## config.mk

```make
export PLATFORM = sky130hd
export DESIGN_NAME = fft3_frame_ctrl
export DESIGN_NICKNAME = d
export VERILOG_FILES = /design/src/rtl/fft3_frame_ctrl.sv
export SDC_FILE = /design/constraint.sdc
export NUM_CORES = 1
export LEC_CHECK = 0
export BUFFER_PORTS_ARGS = -buffer_cell sky130_fd_sc_hd__buf_2
export CORE_MARGIN = 3
export CORE_UTILIZATION = 54
export CTS_CLUSTER_DIAMETER = 80
export DETAILED_ROUTE_END_ITERATION = 7
export PLACE_DENSITY = 0.8
export SLEW_MARGIN = 20
export SYNTH_ARGS = -nofsm -noshare
export SYNTH_HDL_FRONTEND = slang
export SYNTH_SLANG_ARGS = --single-unit
```

## constraint.sdc

```tcl
create_clock -name clk -period 3.7 [get_ports clk]
set_input_delay 0 -clock clk [delete_from_list [all_inputs] [get_ports clk]]
set_output_delay 0 -clock clk [all_outputs]
set_load 0.01 [all_outputs]
```

## src/rtl/fft3_frame_ctrl.sv

```systemverilog
// Frame sequencer for the radix-3 multi-size FFT: latches the stage code, streams
// 3^k samples into the FFT, counts output strobes and reports done or timeout.
module fft3_frame_ctrl #(
  parameter int WIDTH      = 18,
  parameter int CFG_CYCLES = 2,
  parameter int TIMEOUT    = 1023
) (
  input  logic             clk,
  input  logic             rst,
  input  logic             start,
  input  logic [2:0]       size_sel,
  output logic             busy,
  output logic             err,
  output logic             done,
  input  logic             src_valid,
  output logic             src_ready,
  input  logic [WIDTH-1:0] src_re,
  input  logic [WIDTH-1:0] src_im,
  output logic [2:0]       fft_stages,
  output logic             fft_di_en,
  output logic [WIDTH-1:0] fft_di_re,
  output logic [WIDTH-1:0] fft_di_im,
  input  logic             fft_do_en,
  output logic [2:0]       state_dbg
);

  // Handshake: a sample moves on every rising edge where src_valid and src_ready
  // are both high; src_ready depends only on the state register, never on src_valid.

  localparam int CW = (CFG_CYCLES > 1) ? $clog2(CFG_CYCLES) : 1;
  localparam int TW = (TIMEOUT > 1) ? $clog2(TIMEOUT) : 1;

  typedef enum logic [2:0] {
    S_IDLE  = 3'd0,
    S_CFG   = 3'd1,
    S_LOAD  = 3'd2,
    S_DRAIN = 3'd3,
    S_DONE  = 3'd4
  } state_t;

  state_t        state;
  state_t        state_next;
  logic [CW-1:0] cfg_cnt;
  logic [TW-1:0] wd_cnt;
  logic [7:0]    in_cnt;
  logic [7:0]    out_cnt;
  logic [7:0]    n_len;
  logic          size_ok;
  logic          last_in;
  logic [8:0]    out_total;
  logic          drain_done;
  logic          drain_timeout;

  function automatic logic [7:0] frame_len(input logic [2:0] code);
    case (code)
      3'd1:    return 8'd3;
      3'd2:    return 8'd9;
      3'd3:    return 8'd27;
      3'd4:    return 8'd81;
      3'd5:    return 8'd243;
      default: return 8'd0;
    endcase
  endfunction

  assign busy      = (state != S_IDLE);
  assign src_ready = (state == S_LOAD);
  assign state_dbg = state;

  always_comb begin
    state_next    = state;
    size_ok       = (size_sel >= 3'd1) && (size_sel <= 3'd5);
    last_in       = src_valid && (in_cnt == n_len - 8'd1);
    out_total     = {1'b0, out_cnt} + {8'd0, fft_do_en};
    drain_done    = (out_total >= {1'b0, n_len});
    // Timeout fires on the TIMEOUT-th consecutive drain cycle without a strobe.
    drain_timeout = !fft_do_en && (wd_cnt == TW'(TIMEOUT - 1));
    case (state)
      S_IDLE:  if (start && size_ok) state_next = S_CFG;
      S_CFG:   if (cfg_cnt == CW'(CFG_CYCLES - 1)) state_next = S_LOAD;
      S_LOAD:  if (last_in) state_next = S_DRAIN;
      S_DRAIN: begin
        if (drain_done)         state_next = S_DONE;
        else if (drain_timeout) state_next = S_IDLE;
      end
      S_DONE:  state_next = S_IDLE;
      default: state_next = S_IDLE;
    endcase
  end

  always_ff @(posedge clk or posedge rst) begin
    if (rst) state <= S_IDLE;
    else     state <= state_next;
  end

  always_ff @(posedge clk or posedge rst) begin
    if (rst) begin
      err        <= 1'b0;
      done       <= 1'b0;
      fft_stages <= 3'd0;
      fft_di_en  <= 1'b0;
      fft_di_re  <= '0;
      fft_di_im  <= '0;
      cfg_cnt    <= '0;
      wd_cnt     <= '0;
      in_cnt     <= 8'd0;
      out_cnt    <= 8'd0;
      n_len      <= 8'd0;
    end else begin
      err       <= 1'b0;
      done      <= 1'b0;
      fft_di_en <= 1'b0;
      case (state)
        S_IDLE: begin
          if (start) begin
            if (size_ok) begin
              fft_stages <= size_sel;
              n_len      <= frame_len(size_sel);
              cfg_cnt    <= '0;
              wd_cnt     <= '0;
              in_cnt     <= 8'd0;
              out_cnt    <= 8'd0;
            end else begin
              err <= 1'b1;
            end
          end
        end
        S_CFG: cfg_cnt <= cfg_cnt + 1'b1;
        S_LOAD: begin
          if (src_valid) begin
            fft_di_en <= 1'b1;
            fft_di_re <= src_re;
            fft_di_im <= src_im;
            in_cnt    <= in_cnt + 8'd1;
          end
          if (fft_do_en) out_cnt <= out_cnt + 8'd1;
          wd_cnt <= '0;
        end
        S_DRAIN: begin
          if (fft_do_en) begin
            out_cnt <= out_cnt + 8'd1;
            wd_cnt  <= '0;
          end else begin
            wd_cnt <= wd_cnt + 1'b1;
          end
          if (drain_done)         done <= 1'b1;
          else if (drain_timeout) err  <= 1'b1;
        end
        default: ;
      endcase
    end
  end

endmodule
```

==> flow_summary_export.csv <==
group,metric,value,unit
drt,drt-total-wl,10.0,mm
drt,drc,0,
drt,ant_nets,0,
timing,rsz0062_at_grt,"no",
power,power_density,613,mW/mm²
setup_path,crit_arrival,3.14,ns
layout,num-fill-cells,501,
placed_design,io_buffers,90,
yosys,ys_ff_latch,78,
yosys,synth_top_area_share,50.6,%
setup_path,r2r_start,"out_cnt[0]",
setup_path,cp-start-kind,"flip-flop",
layout,final_net_count,613,
timing,relSlewSlack,43.6,%
global_routing,gr-total-overflow,0,
timing,final.setup.worst_slack,0.773,ns
setup_path,crit_path_max_fanout,6,
floorplanning,start_util,56.2,%
yosys,synth-main-ff-cell,"dfrtp_1",
yosys,synth.area.top_cells,"dfrtp_1 51%, nand2_1 14%, ha_1 4.9%, xor2_1 3.4%, o21ai_0 3.0%",
global_routing,grt_pass1_wl,17.3,mm
drt,dr_total_vias,3491,
clocking,cts_max_path_buffers,2,
drt,drtPass1Iterations,4,
clocking,cts_buffers,9,
flow_run,maxCapViolCount,0,
clocking,cts-root-buf,"clkbuf_8",
layout,multiInputGateArea,0.00177,mm²
layout,utilization,72.3,%
floorplanning,die_w,90.6,µm
clocking,clkTransAtPathRegs,0.07,ns
drt,vias_per_cell,5.33,
worst_hold_path,holdCritStartpoint,"fft_do_en",
layout,stdcell_count,655,
floorplanning,core,0.00687,mm²
timing,period_share,79.1,%
setup_path,crit_required,3.92,ns
yosys,synth_fp_nets,485,
power,power.leakage,0.00262,µW
setup_path,worstSetupPathType,"flip-flop to flip-flop",
timing,post-route-min-period,2.93,ns
yosys,ys_seq_area_share,50.6,%
yosys,synth_edf_count,0,
layout,final_common_cell,"nand2_1",
floorplanning,die_h,90.6,µm
yosys,synthCells,426,
placed_design,gp_congestion,0.882,
placed_design,dp.cells,597,
worst_hold_path,hold_class,"primary input to flip-flop",
clocking,clock_latency,0.34,ns
layout,layout_common_cells,"140 x nand2_1, 90 x buf_2, 78 x dfrtp_1",
floorplanning,ios,91,
status,status,"finished, final reports clean",
drt,drt_iter0_drc,223,
yosys,syn-cell-area,0.00386,mm²
layout,seqCellArea,0.00195,mm²
clocking,post_cts_resized,0,
floorplanning,die_area,0.00820,mm²
yosys,synth_cell_type_count,52,
floorplanning,core.rowCount,30,
setup_path,critPathLaunch,"out_cnt[0]",
yosys,async_flop_share,100,%
global_routing,antenna_found_initial,0,
global_routing,grt_usage,26.1,%
timing,fin_skew,0.0121,ns
yosys,syn-mean-instance-area,9.06,µm²
clocking,cts_sinks,78,
clocking,postCtsSetupBuffers,0,
clocking,htreeDepth,3,
timing,tightest_slew,0.845,ns
clocking,cts_tree,"yes",
global_routing,grt_max_degree,49,
yosys,ys_warn_count,0,
layout,syn_to_final_growth,28.6,%
placed_design,post-place-ws,0.827,ns
placed_design,hpwl,6.32,mm
power,ir_drop,355,µV
layout,diodes,0,
timing,slew_violations,0,
yosys,yosysTopAreaCell,"dfrtp_1",
setup_path,end_kind,"flip-flop",
timing,setup_violations,0,
global_routing,grt_pass1_vias,3648,
drt,wl_per_cell,15.3,µm
timing,finalHoldViolCount,0,
timing,fmax,342,MHz
timing,fin_setup_tns,0,ns
layout,drive_gt1_share,20.9,%
layer usage:
metal,wire length [µm],GRT usage (%)
met1,4170,31.9
met2,5120,44.8
met3,477,5.25
met4,269,11.0
met5,0,0
area by class of cell:
class / count / share of cell area [%]
multi-input cells: 316 / 35.7
well taps: 96 / 2.42
repair buffers: 135 / 18.0
clock buffers: 10 / 2.77
inverters: 14 / 1.06
flip-flops and latches: 78 / 39.3
clock inverters: 6 / 0.756
power breakdown:
group          switching, µW  leakage [µW]  internal (µW)
combinational            663       0.00151            466
clock                    308     0.0000958            260
sequential               230       0.00101           1120
total                   1200       0.00262           1840
path summary, 6_finish.rpt:
check	endpoint	slack, ns	depth (start not counted)
max	state_dbg[0]	0.77	10
min	wd_cnt[6]	0.15	4
max reg2reg	state_dbg[0]	0.77	10
min reg2reg	fft_di_im[12]	0.47	2
max in group asynchronous	fft_di_en	2.34	4
min in group asynchronous	fft_di_im[8]	0.31	3
cells by family after synthesis:
logic type               count (synthesis)  synth area share [%]
AND/OR/NAND/NOR                        218                  25.2
buffers and inverters                   32                  3.53
XOR/XNOR                                25                  5.67
adder cells (fa/ha/maj)                 15                  4.86
AO/OA/AOI/OAI                           56                  9.62
multiplexers                             2                 0.551
flip-flops                              78                  50.6
cell usage after synthesis (all sizes together) (3+ instances only):
master,n
dfrtp,78
o21ai,23
ha,15
a21oi,6
xnor2,10
clkbuf,9
buf,9
and2,4
inv,14
nand3,9
xor2,15
nand2,140
nand4,8
o31ai,3
and3,9
nor2b,4
nand2b,4
nor2,23
state kept, by name, summed over array words and instances (netlist names), 3 cells and up:
name	count
fft_stages	3
fft_di_re	18
wd_cnt	10
fft_di_im	18
n_len	6
state_dbg	3
out_cnt	8
in_cnt	8
stage by stage:
| stage | area, µm² | hold slack, ns | total power, µW |
|---|---|---|---|
| 5_1_grt | 4970 | 0.153 | 3280 |
| 2_1_floorplan | 3860 | 0.105 | 2020 |
| 4_1_cts | 4970 | 0.131 | 3040 |
| 3_5_place_dp | 4370 | 0.131 | 2430 |
| 6_report | 4970 | 0.153 | 3040 |
| 3_3_place_gp | 4370 | 0.116 | 2370 |
worst max-delay path, stage by stage (launching register included):
cell and delay [ns]:
dfrtp_1 0.48, ha_1 0.26, nand3_1 0.18, nor2_1 0.16, xor2_1 0.17, ha_1 0.26, nand3_1 0.11, o22ai_1 0.07
a2111o_1 0.48, o32ai_2 0.29, mux2_1 0.36
timing repair:
action / 4_1_cts / 5_1_grt
hold buffers: 42 / 0
endpoints found under the hold margin: 76 / 0
setup endpoints to repair: 0 / 0
No activity file was read; power rests on OpenSTA's default activity.
